$ cat src/rtl/pipe_controller_pkg.sv
// Shared types for the D/E/M/W control path: opcode map, ALU encodings,
// the per-stage control bundle and the branch-condition helper.
package pipe_ctrl_pkg;

   typedef enum logic [3:0] {
      OP_ADD  = 4'h0,
      OP_SUB  = 4'h1,
      OP_AND  = 4'h2,
      OP_OR   = 4'h3,
      OP_XOR  = 4'h4,
      OP_SHL  = 4'h5,
      OP_SHR  = 4'h6,
      OP_CMP  = 4'h7,
      OP_LDR  = 4'h8,
      OP_STR  = 4'h9,
      OP_MOVI = 4'hA,
      OP_OUT  = 4'hB,
      OP_B    = 4'hC,
      OP_BEQ  = 4'hD,
      OP_BLT  = 4'hE,
      OP_NOP  = 4'hF
   } opcode_e;

   localparam int ALU_W = 3;

   localparam logic [ALU_W-1:0] ALU_ADD   = 3'd0;
   localparam logic [ALU_W-1:0] ALU_SUB   = 3'd1;
   localparam logic [ALU_W-1:0] ALU_AND   = 3'd2;
   localparam logic [ALU_W-1:0] ALU_OR    = 3'd3;
   localparam logic [ALU_W-1:0] ALU_XOR   = 3'd4;
   localparam logic [ALU_W-1:0] ALU_SHL   = 3'd5;
   localparam logic [ALU_W-1:0] ALU_SHR   = 3'd6;
   localparam logic [ALU_W-1:0] ALU_PASSB = 3'd7;

   localparam logic [1:0] COND_AL = 2'b00;
   localparam logic [1:0] COND_EQ = 2'b01;
   localparam logic [1:0] COND_LT = 2'b10;

   typedef struct packed {
      logic             valid;
      logic             regwrite;
      logic             memwrite;
      logic             outio;
      logic             resultsel;
      logic             imm;
      logic             setflags;
      logic             branch;
      logic [1:0]       cond;
      logic [ALU_W-1:0] alu;
   } ctrl_bundle_t;

   localparam ctrl_bundle_t BUBBLE = '0;

   // nzvc = {N,Z,V,C}
   function automatic logic cond_met(input logic [1:0] cond, input logic [3:0] nzvc);
      logic r;
      case (cond)
         COND_AL: r = 1'b1;
         COND_EQ: r = nzvc[2];
         COND_LT: r = nzvc[3] ^ nzvc[1];
         default: r = 1'b0;
      endcase
      return r;
   endfunction

endpackage

$ cat src/rtl/pipe_controller_if.sv
// Handshake bundle between the datapath/hazard unit (master) and the
// control path (slave).
interface pipe_controller_if #(
   parameter int OPCODEWIDTH  = 4,
   parameter int ALUCTRLWIDTH = 3
);
   logic [OPCODEWIDTH-1:0]  opcodeD;
   logic                    validD;
   logic                    stallE;
   logic [3:0]              flagsE;
   logic [ALUCTRLWIDTH-1:0] aluControlE;
   logic                    data2SelectorE;
   logic                    takeBranchE;
   logic                    flushFD;
   logic                    writeDataEnableM;
   logic                    outFlagIOM;
   logic                    writeEnableW;
   logic                    resultSelectorW;
   logic [3:0]              flagsQ;

   modport master (
      output opcodeD, validD, stallE, flagsE,
      input  aluControlE, data2SelectorE, takeBranchE, flushFD,
             writeDataEnableM, outFlagIOM, writeEnableW, resultSelectorW, flagsQ
   );

   modport slave (
      input  opcodeD, validD, stallE, flagsE,
      output aluControlE, data2SelectorE, takeBranchE, flushFD,
             writeDataEnableM, outFlagIOM, writeEnableW, resultSelectorW, flagsQ
   );
endinterface

$ cat src/rtl/pipe_controller_ctrl_decoder.sv
// Combinational opcode -> control bundle. Opcodes with any bit set above
// the low nibble are treated as NOP.
module ctrl_decoder
   import pipe_ctrl_pkg::*;
#(
   parameter int OPCODEWIDTH = 4
) (
   input  logic [OPCODEWIDTH-1:0] opcode,
   input  logic                   valid,
   output ctrl_bundle_t           ctrl
);

   logic    hi_set;
   opcode_e op;

   if (OPCODEWIDTH > 4) begin : g_hi
      assign hi_set = |opcode[OPCODEWIDTH-1:4];
   end else begin : g_nohi
      assign hi_set = 1'b0;
   end

   always_comb begin
      op         = hi_set ? OP_NOP : opcode_e'(opcode[3:0]);
      ctrl       = BUBBLE;
      ctrl.valid = valid;
      case (op)
         OP_ADD, OP_SUB, OP_AND, OP_OR, OP_XOR, OP_SHL, OP_SHR: begin
            ctrl.alu      = opcode[ALU_W-1:0];
            ctrl.regwrite = 1'b1;
            ctrl.setflags = 1'b1;
         end
         OP_CMP: begin
            ctrl.alu      = ALU_SUB;
            ctrl.setflags = 1'b1;
         end
         OP_LDR: begin
            ctrl.alu       = ALU_ADD;
            ctrl.imm       = 1'b1;
            ctrl.regwrite  = 1'b1;
            ctrl.resultsel = 1'b1;
         end
         OP_STR: begin
            ctrl.alu      = ALU_ADD;
            ctrl.imm      = 1'b1;
            ctrl.memwrite = 1'b1;
         end
         OP_MOVI: begin
            ctrl.alu      = ALU_PASSB;
            ctrl.imm      = 1'b1;
            ctrl.regwrite = 1'b1;
         end
         OP_OUT: begin
            ctrl.alu   = ALU_PASSB;
            ctrl.outio = 1'b1;
         end
         OP_B: begin
            ctrl.branch = 1'b1;
            ctrl.cond   = COND_AL;
         end
         OP_BEQ: begin
            ctrl.branch = 1'b1;
            ctrl.cond   = COND_EQ;
         end
         OP_BLT: begin
            ctrl.branch = 1'b1;
            ctrl.cond   = COND_LT;
         end
         default: ;
      endcase
   end

endmodule

$ cat src/rtl/pipe_controller.sv
// D/E/M/W control path: decode in D, control bundle carried through E,
// a MEM_STAGES-deep M chain and W; NZVC register and branch resolve in E.
module pipe_controller
   import pipe_ctrl_pkg::*;
#(
   parameter int OPCODEWIDTH  = 4,
   parameter int ALUCTRLWIDTH = 3,
   parameter int MEM_STAGES   = 1
) (
   input  logic              clk,
   input  logic              reset,
   pipe_controller_if.slave  pif
);

   ctrl_bundle_t dec;
   ctrl_bundle_t e_d;
   ctrl_bundle_t e_q;
   ctrl_bundle_t m_q [MEM_STAGES];
   ctrl_bundle_t m_last;
   ctrl_bundle_t w_q;
   logic [3:0]   flags_q;
   logic         take;

   ctrl_decoder #(.OPCODEWIDTH(OPCODEWIDTH)) u_dec (
      .opcode (pif.opcodeD),
      .valid  (pif.validD),
      .ctrl   (dec)
   );

   // Flags come from the register, so a branch right behind a CMP sees
   // the CMP result written at the edge that moved the branch into E.
   assign take = e_q.valid & e_q.branch & cond_met(e_q.cond, flags_q);

   assign e_d    = (!pif.validD || pif.stallE || take) ? BUBBLE : dec;
   assign m_last = m_q[MEM_STAGES-1];

   always_ff @(posedge clk or negedge reset) begin
      if (!reset) begin
         e_q     <= BUBBLE;
         w_q     <= BUBBLE;
         flags_q <= '0;
         for (int i = 0; i < MEM_STAGES; i++) m_q[i] <= BUBBLE;
      end else begin
         e_q <= e_d;
         if (e_q.valid && e_q.setflags) flags_q <= pif.flagsE;
         m_q[0] <= e_q;
         for (int i = 1; i < MEM_STAGES; i++) m_q[i] <= m_q[i-1];
         w_q <= m_last;
      end
   end

   // Every strobe is qualified with its stage valid bit.
   assign pif.aluControlE      = e_q.valid ? ALUCTRLWIDTH'(e_q.alu) : '0;
   assign pif.data2SelectorE   = e_q.valid & e_q.imm;
   assign pif.takeBranchE      = take;
   assign pif.flushFD          = take;
   assign pif.writeDataEnableM = m_last.valid & m_last.memwrite;
   assign pif.outFlagIOM       = m_last.valid & m_last.outio;
   assign pif.writeEnableW     = w_q.valid & w_q.regwrite;
   assign pif.resultSelectorW  = w_q.valid & w_q.resultsel;
   assign pif.flagsQ           = flags_q;

endmodule

$ cat src/flat_wrapper.sv
// flat-port wrapper written by rule: the top's interface ports become plain ports
module pipe_controller_flat import pipe_ctrl_pkg::*;
#(
   parameter int OPCODEWIDTH  = 4,
   parameter int ALUCTRLWIDTH = 3,
   parameter int MEM_STAGES   = 1
)
  (clk, reset, pif_opcodeD, pif_validD, pif_stallE, pif_flagsE, pif_aluControlE, pif_data2SelectorE, pif_takeBranchE, pif_flushFD, pif_writeDataEnableM, pif_outFlagIOM, pif_writeEnableW, pif_resultSelectorW, pif_flagsQ);
  pipe_controller_if #(.OPCODEWIDTH(OPCODEWIDTH), .ALUCTRLWIDTH(ALUCTRLWIDTH)) pif_i ();
  input  logic clk;
  input  logic reset;
  input wire logic [$bits(pif_i.opcodeD)-1:0] pif_opcodeD;
  input wire logic [$bits(pif_i.validD)-1:0] pif_validD;
  input wire logic [$bits(pif_i.stallE)-1:0] pif_stallE;
  input wire logic [$bits(pif_i.flagsE)-1:0] pif_flagsE;
  output wire logic [$bits(pif_i.aluControlE)-1:0] pif_aluControlE;
  output wire logic [$bits(pif_i.data2SelectorE)-1:0] pif_data2SelectorE;
  output wire logic [$bits(pif_i.takeBranchE)-1:0] pif_takeBranchE;
  output wire logic [$bits(pif_i.flushFD)-1:0] pif_flushFD;
  output wire logic [$bits(pif_i.writeDataEnableM)-1:0] pif_writeDataEnableM;
  output wire logic [$bits(pif_i.outFlagIOM)-1:0] pif_outFlagIOM;
  output wire logic [$bits(pif_i.writeEnableW)-1:0] pif_writeEnableW;
  output wire logic [$bits(pif_i.resultSelectorW)-1:0] pif_resultSelectorW;
  output wire logic [$bits(pif_i.flagsQ)-1:0] pif_flagsQ;
  assign pif_i.opcodeD = pif_opcodeD;
  assign pif_i.validD = pif_validD;
  assign pif_i.stallE = pif_stallE;
  assign pif_i.flagsE = pif_flagsE;
  assign pif_aluControlE = pif_i.aluControlE;
  assign pif_data2SelectorE = pif_i.data2SelectorE;
  assign pif_takeBranchE = pif_i.takeBranchE;
  assign pif_flushFD = pif_i.flushFD;
  assign pif_writeDataEnableM = pif_i.writeDataEnableM;
  assign pif_outFlagIOM = pif_i.outFlagIOM;
  assign pif_writeEnableW = pif_i.writeEnableW;
  assign pif_resultSelectorW = pif_i.resultSelectorW;
  assign pif_flagsQ = pif_i.flagsQ;
  pipe_controller #(.OPCODEWIDTH(OPCODEWIDTH), .ALUCTRLWIDTH(ALUCTRLWIDTH), .MEM_STAGES(MEM_STAGES)) u_core (.clk(clk), .reset(reset), .pif(pif_i));
endmodule
$ cat config.mk
export PLATFORM = sky130hd
export DESIGN_NAME = pipe_controller_flat
export DESIGN_NICKNAME = d
export VERILOG_FILES = /design/src/rtl/pipe_controller_pkg.sv /design/src/rtl/pipe_controller_if.sv /design/src/rtl/pipe_controller_ctrl_decoder.sv /design/src/rtl/pipe_controller.sv /design/src/flat_wrapper.sv
export SDC_FILE = /design/constraint.sdc
export NUM_CORES = 1
export LEC_CHECK = 0
export CELL_PAD_IN_SITES_DETAIL_PLACEMENT = 1
export CELL_PAD_IN_SITES_GLOBAL_PLACEMENT = 1
export CORE_UTILIZATION = 39
export CTS_CLUSTER_SIZE = 20
export DETAILED_ROUTE_END_ITERATION = 7
export GPL_TIMING_DRIVEN = 0
export PLACE_DENSITY_LB_ADDON = 0.2
export SLEW_MARGIN = 20
export SYNTH_ARGS = -nofsm -noshare
export SYNTH_HDL_FRONTEND = slang
export SYNTH_SLANG_ARGS = --single-unit
$ cat constraint.sdc
create_clock -name clk -period 2.2 [get_ports clk]
set_input_delay 0.44 -clock clk [delete_from_list [all_inputs] [get_ports clk]]
set_output_delay 0.44 -clock clk [all_outputs]
set_load 0.02 [all_outputs]
; ---- After elaboration in Yosys (flattened, before gate mapping)
; Cells that the tools add are included.
[totals]
register_bits = 25
input_bits = 12
out_inout_bits = 14
elab_cells = 65
[op_classes]
eq_ne = 16
mux = 11
bitwise_logic = 8
reduce_logical = 11
[ops]
columns = cell, count
row1 = "== test 4 bit, second input constant", 7
row2 = one-hot mux 3 bit (3 select lines), 2
row3 = "== test 4 x 3 -> 1 bit, second input constant", 4
row4 = 2-to-1 mux 13 bit, 1
row5 = OR reduction 9 bit, 1
row6 = "== test 4 x 2 -> 1 bit, second input constant", 2
row7 = OR reduction 8 bit, 1
row8 = bitwise AND 1 bit, 7
row9 = OR reduction 7 bit, 1
row10 = 2-to-1 mux 1 bit, 6
row11 = "== test 4 x 1 -> 1 bit, second input constant", 1
row12 = zero test 4 bit, 1
row13 = 2-to-1 mux 3 bit, 1
row14 = one-hot mux 1 bit (3 select lines), 1
row15 = OR reduction 3 bit, 1
row16 = "== test 2 x 1 -> 1 bit, second input constant", 1
row17 = "== test 2 bit, second input constant", 1
row18 = zero test 2 bit, 1
row19 = logical OR 1 bit, 2
row20 = OR reduction 2 bit, 1
row21 = logical AND 1 bit, 1
row22 = zero test 1 bit, 1
row23 = bitwise XOR 1 bit, 1

; ---- Depth between registers and ports, before layout
; Gate-level depths: netlist (run 1).
[depth]
depth_word = 5
mapped_depth = 4
mapped_depth_nobuf = 3

; ---- Cells and area by module
; From an unflattened synthesis (run 1), not the netlist that was laid out.
[hier_totals]
cells_unflattened = 95
hier_area_um2 = 1036.0
[modules_own_cells]
columns = mod, instances, cells_each, area_per_inst_um2, seq_area_each_um2
row1 = pipe_controller, 1, 72, 893.4, 625.6
row2 = ctrl_decoder, 1, 23, 142.6, 0.0

; ---- Worst setup path before layout (run 1)
; OpenSTA, ideal clock, no wires.
[synth_timing]
kind = reg-to-output
from = reg u_core.flags_q[1], in the netlist u_core.pif.flagsQ[1]
to = out pif_takeBranchE
t_arrival_ns = 1.322
required_ns = 1.760
setup_slack_ns = 0.438
stages_incl_launch_ff = 5
n_path_buf = 2
path_cell_list = dfrtp_1 xnor2_1 a221oi_2 buf_6 buf_4
[synth_via]
elab_chain_len = 3
[synth_rtl]
columns = item, line_no
row1 = "start, declared", pipe_controller.sv:21  ; logic [3:0] flags_q;
row2 = "start signal, assigned", pipe_controller.sv:45  ; if (e_q.valid && e_q.setflags) flags_q <= pif.flagsE;
row3 = bitwise XOR 1 bit, pipe_controller_pkg.sv:60  ; COND_LT: r = nzvc[3] ^ nzvc[1];
row4 = one-hot mux 1 bit (3 select lines), pipe_controller_pkg.sv:57  ; case (cond)
row5 = bitwise AND 1 bit, pipe_controller.sv:32  ; assign take = e_q.valid & e_q.branch & cond_met(e_q.cond, flags_q);
row6 = "end, declared", flat_wrapper.sv:18  ; output wire logic [$bits(pif_i.takeBranchE)-1:0] pif_takeBranchE;
; Every way passes these cells.

; ---- Final worst setup path (run 1)
[layout_timing]
from = reg u_core.e_q[4] in the netlist's numbering
to = out pif_takeBranchE
[layout_via]
elab_chain_len = 3
elab_cells_between_ends = 5
cone_classes = 2 x eq/ne / 1 x mux / 1 x bitwise / 1 x reduce/logical
[layout_rtl]
columns = item, line_no
row1 = "start, declared", pipe_controller.sv:17  ; ctrl_bundle_t e_q;
row2 = "start signal, assigned", pipe_controller.sv:39  ; e_q <= BUBBLE;
row3 = "start signal, assigned", pipe_controller.sv:44  ; e_q <= e_d;
row4 = == test 2 bit (tied with other cells), pipe_controller_pkg.sv:57
row5 = one-hot mux 1 bit (3 select lines) (*), pipe_controller_pkg.sv:57
row6 = bitwise AND 1 bit (*), pipe_controller.sv:32
; Mark *: on every way between the ends. The rest lies on a longest branch, timed or not.

==> run_results.csv, run 1 <==
group,metric,value,unit
timing,timing.final.crit_share,0.935,
logic_synthesis,synth_top_area_frac,0.649,
floorplan,ios,26,
routing,drt_iter0_markers,4,
worst_setup_path,crit_end,"pif_takeBranchE",
worst_setup_path,r2r-end,"u_core.e_q[11]",
routing,route.detailed.wl_per_inst,13.8,um
logic_synthesis,syn_nets,87,
timing,setup_viol,0,
worst_setup_path,worstSetupPathType,"register to primary output",
logic_synthesis,ys_ff_latch,25,
placement,dp.cells,127,
cells_and_area,instances_no_fill,133,
clock_tree,cts-root-buf,"clkbuf_4",
cells_and_area,area_growth,31.4,%
logic_synthesis,ys_warn_count,0,
grt,grt_pass1_wl,2.99,mm
cells_and_area,drive_gt1_frac,0.171,
clock_tree,insertion_delay,0.30,ns
grt,overflow,0,
outcome,status,"finished clean",
clock_tree,clockBufferDepth,2,
cells_and_area,nets,118,
timing,fin_skew,0.00297,ns
job,drv_cap,0,
timing,final.min_clock_period,2.06,ns
power_and_ir_drop,power,849,uW
clock_tree,numClockSinks,25,
logic_synthesis,synthesis.area,963,um2
logic_synthesis,synth.avg_cell_area,12.8,um2
logic_synthesis,ys_top_cells_by_area,"dfrtp_1 (65%), and2_1 (5.2%), mux2_2 (4.7%)",
routing,via_per_inst,5.06,
min_path,hp-class,"input port to asynchronous set/reset pin",
floorplan,start_util,0.423,
timing,finalHoldViolCount,0,
logic_synthesis,synth_edf_count,0,
logic_synthesis,synth_common_cells,"dfrtp_1 (25), and2_1 (8), nor2b_1 (5)",
logic_synthesis,seq_area_frac_synth,0.649,
worst_setup_path,crit_path_end_kind,"primary output",
logic_synthesis,async_flop_share,1.00,
grt,grt_use_total,0.159,
logic_synthesis,synth_cell_types,23,
timing,drv_slew,0,
routing,antenna_left,0,
placement,dpl.hpwl,1.37,mm
worst_setup_path,startpoint,"u_core.e_q[4]",
routing,drc,0,
timing,max-slew-margin-rel,0.642,
clock_tree,cts_tree,"yes",
clock_tree,clk_pin_slew,0.13,ns
power_and_ir_drop,power_density,671,nW/um2
worst_setup_path,r2r_cells,4,
grt,grt_pass1_vias,614,
worst_setup_path,crit_path_start_kind,"register",
placement,place_congestion,0.823,
logic_synthesis,synth_top_flop_cell,"dfrtp_1",
routing,num_vias,673,
grt,grt_max_degree,26,
floorplan,die_width,51.7,um
placement,preCtsSetupSlack,-0.161,ns
cells_and_area,n_fill_cell,249,
timing,tightest_slew,0.537,ns
logic_synthesis,netlist_instances,75,
worst_setup_path,rrSetupSlack,0.72,ns
cells_and_area,final_util,0.556,
placement,place_area,1240,um2
floorplan,die_y,51.7,um
logic_synthesis,synth_top_area_cell,"dfrtp_1",
logic_synthesis,synth.most_common_cell,"dfrtp_1",
floorplan,die_area,2670,um2
floorplan,row_count,17,
clock_tree,cts_buffers,3,
timing,timing.fmax,0.486,GHz
power_and_ir_drop,peakVddDrop,342,uV
power_and_ir_drop,power.leakage,0.575,nW
worst_setup_path,cp_data_arrival_time,1.62,ns
timing,setup_slack,0.143,ns
worst_setup_path,timing.rr.start,"u_core.pif.flagsQ[1]",
routing,routed_wl,1.84,mm
timing,rsz0062_at_grt,"no",
placement,numPortBuffers,24,
floorplan,core,2280,um2
worst_setup_path,critical_path.max_fanout,3,
cells_and_area,design_area,1270,um2
grt,antenna_found_initial,0,
routing,firstDrtPassIters,4,
cells_and_area,antenna_cells,0,
worst_setup_path,cp.required,1.76,ns
clock_tree,htreeDepth,1,
## layout by cell type, fill, tap and decap left out, drive strengths merged
master / instances
nand2: 4
xnor2: 1
nor3b: 2
nor2b: 5
clkdlybuf4s50: 21
and2: 8
nand2b: 2
buf: 6
a22oi: 1
a221oi: 1
o21ai: 1
and2b: 1
mux2: 4
nor2: 3
dfrtp: 25
nor4: 1
nor3: 4
clkinv: 1
clkbuf: 5
a21oi: 2
nor4b: 2
nand3: 4
a2111oi: 1
## cells by family (layout without fill, tap and decap cells)
logic type | count (synthesis) | after routing | synth area share
mux | 4 | 4 | 0.0467
buf+inv | 3 | 33 | 0.0247
compound gates | 6 | 6 | 0.0480
xor+xnor | 1 | 1 | 0.00909
flops | 25 | 25 | 0.649
simple gates | 36 | 36 | 0.222
## power by group
group	total, mW	leakage (nW)	switching [mW]	internal (mW)
Clock	0.193	0.0177	0.125	0.0678
Combinational	0.151	0.224	0.0733	0.0781
Sequential	0.505	0.333	0.0183	0.487
Total	0.849	0.575	0.217	0.632
## state kept, by name (all words and copies together), names as in the netlist
signal	flops
u_core.e_q	13
u_core.m_last	5
u_core.pif.flagsQ	4
u_core.w_q	3
## area by class of cell
type	instances	area (um2)	area share
Buffer	3	23.8	0.0188
Clock buffer	3	22.5	0.0178
Clock inverter	1	5.00	0.00395
Multi-Input combinational cell	47	314	0.248
Sequential cell	25	626	0.494
Tap cell	28	35.0	0.0277
Timing Repair Buffer	26	240	0.190
## critical path: stages (launching register included)
cell and delay [ns]:
dfrtp_1 0.42, nand2b_4 0.15, a221oi_2 0.36, buf_6 0.15, buf_4 0.09, buf_2 0.15
## how the worst min path moves through the flow
stage                   endpoint             start  depth (start not counted)  slack (ns)
6_report           u_core.w_q[8]             reset                          1         0.1
5_1_grt            u_core.e_q[3]             reset                          1        0.11
2_1_floorplan      u_core.e_q[0]             reset                          0        0.14
4_1_cts            u_core.w_q[8]  u_core.m_last[8]                          0        0.37
3_3_place_gp   u_core.m_last[11]    u_core.e_q[11]                          0        0.33
3_5_place_dp       u_core.w_q[8]  u_core.m_last[8]                          0        0.34
## per-layer routing
layer	track usage	vias up	routed length [um]
li1	-	315	-
met1	0.212	334	809
met2	0.255	22	949
met3	0.0175	2	62
met4	0.0811	0	19
met5	0	-	0
## through the flow
stage / setup TNS (ns) / hold WS, ns
after floorplan: 0 / 0.144
after global placement: -0.161 / 0.333
after detailed placement: -0.234 / 0.337
after CTS: 0 / 0.367
after global routing: 0 / 0.110
final: 0 / 0.0969
## timing repair
action                                  CTS  global route
hold buffers                              0             0
buffers inserted                          2             0
pin swaps                                 1             1
endpoints found under the setup margin    2             2
resized for setup                         4             3
Power figures use the tool's default switching activity.
==> inputs of run 2 (changes only) <==
--- a/config.mk
+++ b/config.mk
@@ -7,11 +7,13 @@
 export LEC_CHECK = 0
 export CELL_PAD_IN_SITES_DETAIL_PLACEMENT = 1
 export CELL_PAD_IN_SITES_GLOBAL_PLACEMENT = 1
+export CORE_ASPECT_RATIO = 0.9
 export CORE_UTILIZATION = 39
 export CTS_CLUSTER_SIZE = 20
 export DETAILED_ROUTE_END_ITERATION = 7
 export GPL_TIMING_DRIVEN = 0
 export PLACE_DENSITY_LB_ADDON = 0.2
+export REMOVE_ABC_BUFFERS = 1
 export SLEW_MARGIN = 20
 export SYNTH_ARGS = -nofsm -noshare
 export SYNTH_HDL_FRONTEND = slang
==> run_results.csv, run 2 (same netlist as run 1, synthesis figures left out) <==
group,metric,value,unit
floorplan,row_count,16,
grt,grt_pass1_wl,2.93,mm
worst_setup_path,crit_family,"flip-flops",
routing,route.met2.wl,860,um
clock_tree,hold_buffers,0,
placement,numPortBuffers,25,
clock_tree,cts_tree,"yes",
timing,finalHoldViolCount,0,
timing,max-slew-margin-rel,0.647,
power_and_ir_drop,p_comb_frac,0.181,
floorplan,die_y,49.2,um
worst_setup_path,critPathSlowestCell,"dfrtp_1",
min_path,hp-class,"input port to asynchronous set/reset pin",
worst_setup_path,crit_path_end_kind,"primary output",
worst_setup_path,crit_chain,"nand2b_4 > a221oi_4 > dlygate4sd2_1",
cells_and_area,top_register,"u_core.e_q",
routing,dr.max_layer_used,"met4",
cells_and_area,antenna_cells,0,
routing,num_vias,632,
timing,setup_viol,0,
cells_and_area,area_growth,30.9,%
worst_setup_path,r2r_cells,4,
floorplan,die_width,54.4,um
power_and_ir_drop,peakVddDrop,425,uV
timing,timing.fmax,0.504,GHz
clock_tree,cts_buffers,3,
routing,antenna_left,0,
worst_setup_path,worstSetupPathType,"register to primary output",
power_and_ir_drop,clockPowerShare,0.227,
clock_tree,clockBufferDepth,2,
cells_and_area,final_common_cell,"dfrtp_1",
timing,rsz0062_at_grt,"no",
floorplan,start_util,0.426,
placement,place_congestion,0.830,
power_and_ir_drop,switchingPower,219,uW
routing,wl_met1,840,um
routing,wl_met3,93,um
power_and_ir_drop,seqPwrFrac,0.592,
timing,final.min_clock_period,1.98,ns
worst_setup_path,crit_path_start_kind,"register",
routing,drt_iter0_markers,9,
worst_setup_path,critical_path.max_fanout,3,
cells_and_area,instances_no_fill,129,
routing,drc,0,
floorplan,ios,26,
worst_setup_path,cp.required,1.76,ns
timing,final.setup.tns,0,ns
routing,route.detailed.wl_per_inst,14.1,um
routing,via_per_inst,4.90,
worst_setup_path,cp_data_arrival_time,1.54,ns
cells_and_area,n_fill_cell,251,
grt,overflow,0,
power_and_ir_drop,intPower,637,uW
placement,dpl.hpwl,1.33,mm
routing,firstDrtPassIters,4,
clock_tree,insertion_delay,0.31,ns
grt,grt_max_degree,26,
timing,timing.final.crit_share,0.902,
cells_and_area,drive_gt1_frac,0.108,
power_and_ir_drop,switching_share,0.256,
routing,routed_wl,1.82,mm
timing,fin_skew,0.0116,ns
job,drv_cap,0,
timing,setup_slack,0.216,ns
cells_and_area,largest_reg_flops,13,
floorplan,die_area,2670,um2
grt,grt_pass1_vias,622,
power_and_ir_drop,power_density,679,nW/um2
timing,drv_slew,0,
cells_and_area,final_cell_mix,"dfrtp_1 (25), clkdlybuf4s50_1 (22), and2_1 (8)",
worst_setup_path,timing.rr.start,"u_core.pif.flagsQ[1]",
clock_tree,cts-root-buf,"clkbuf_4",
grt,antenna_found_initial,0,
timing,tightest_slew,0.530,ns
clock_tree,numClockSinks,25,
clock_tree,clk_pin_slew,0.13,ns
power_and_ir_drop,power.leakage,0.561,nW
outcome,status,"finished clean",
worst_setup_path,rrSetupSlack,0.71,ns
worst_setup_path,worst-path-buf-inv,1,
clock_tree,htreeDepth,1,
floorplan,core,2260,um2
placement,dp.cells,124,
grt,grt_use_total,0.163,
worst_setup_path,max_stage_delay,0.43,ns
worst_setup_path,r2r-end,"u_core.e_q[11]",
timing,hold_ws,0.0859,ns
placement,preCtsSetupSlack,-0.341,ns
cells_and_area,nets,115,
power_and_ir_drop,power,856,uW
## run 2: timing repair
action,4_1_cts,5_1_grt
endpoints found under the setup margin,2,0
gates resized for setup,3,0
hold endpoints to repair,0,0
setup buffers,1,0
## run 2: power groups by stage
stage / combinational, mW / sequential (mW) / clock (mW)
3_3_place_gp: 0.148 / 0.514 / 0
6_report: 0.155 / 0.507 / 0.194
4_1_cts: 0.158 / 0.507 / 0.204
3_5_place_dp: 0.152 / 0.516 / 0
2_1_floorplan: 0.0493 / 0.534 / 0
5_1_grt: 0.166 / 0.511 / 0.226
## run 2: cell type report
cell class                      count  area [um2]  area share
Timing Repair Buffer               26         250       0.198
Sequential cell                    25         626       0.496
Clock buffer                        4        26.3      0.0208
Tap cell                           27        33.8      0.0268
Multi-Input combinational cell     47         325       0.258
## run 2: how the worst max path moves through the flow
| stage | from | end | depth (start not counted) |
|---|---|---|---|
| after detailed placement | u_core.pif.flagsQ[1] | pif_flushFD | 3 |
| final | u_core.e_q[4] | pif_takeBranchE | 3 |
| after CTS | u_core.e_q[4] | pif_flushFD | 3 |
| after global routing | u_core.e_q[4] | pif_takeBranchE | 3 |
| after global placement | u_core.pif.flagsQ[1] | pif_takeBranchE | 3 |
| after floorplan | u_core.pif.flagsQ[1] | pif_flushFD | 2 |
## run 2: through the flow
stage               area (um2)   util
CTS                       1270  0.560
finish                    1260  0.558
floorplan                  940      -
detailed placement        1220  0.541
global route              1260  0.558
global placement          1220  0.541
## run 2: routing by layer
| layer | vias to the layer above | track usage |
|---|---|---|
| met4 | 0 | 0.0641 |
| li1 | 308 | - |
| met5 | - | 0 |
| met1 | 300 | 0.207 |
| met2 | 22 | 0.248 |
| met3 | 2 | 0.0592 |
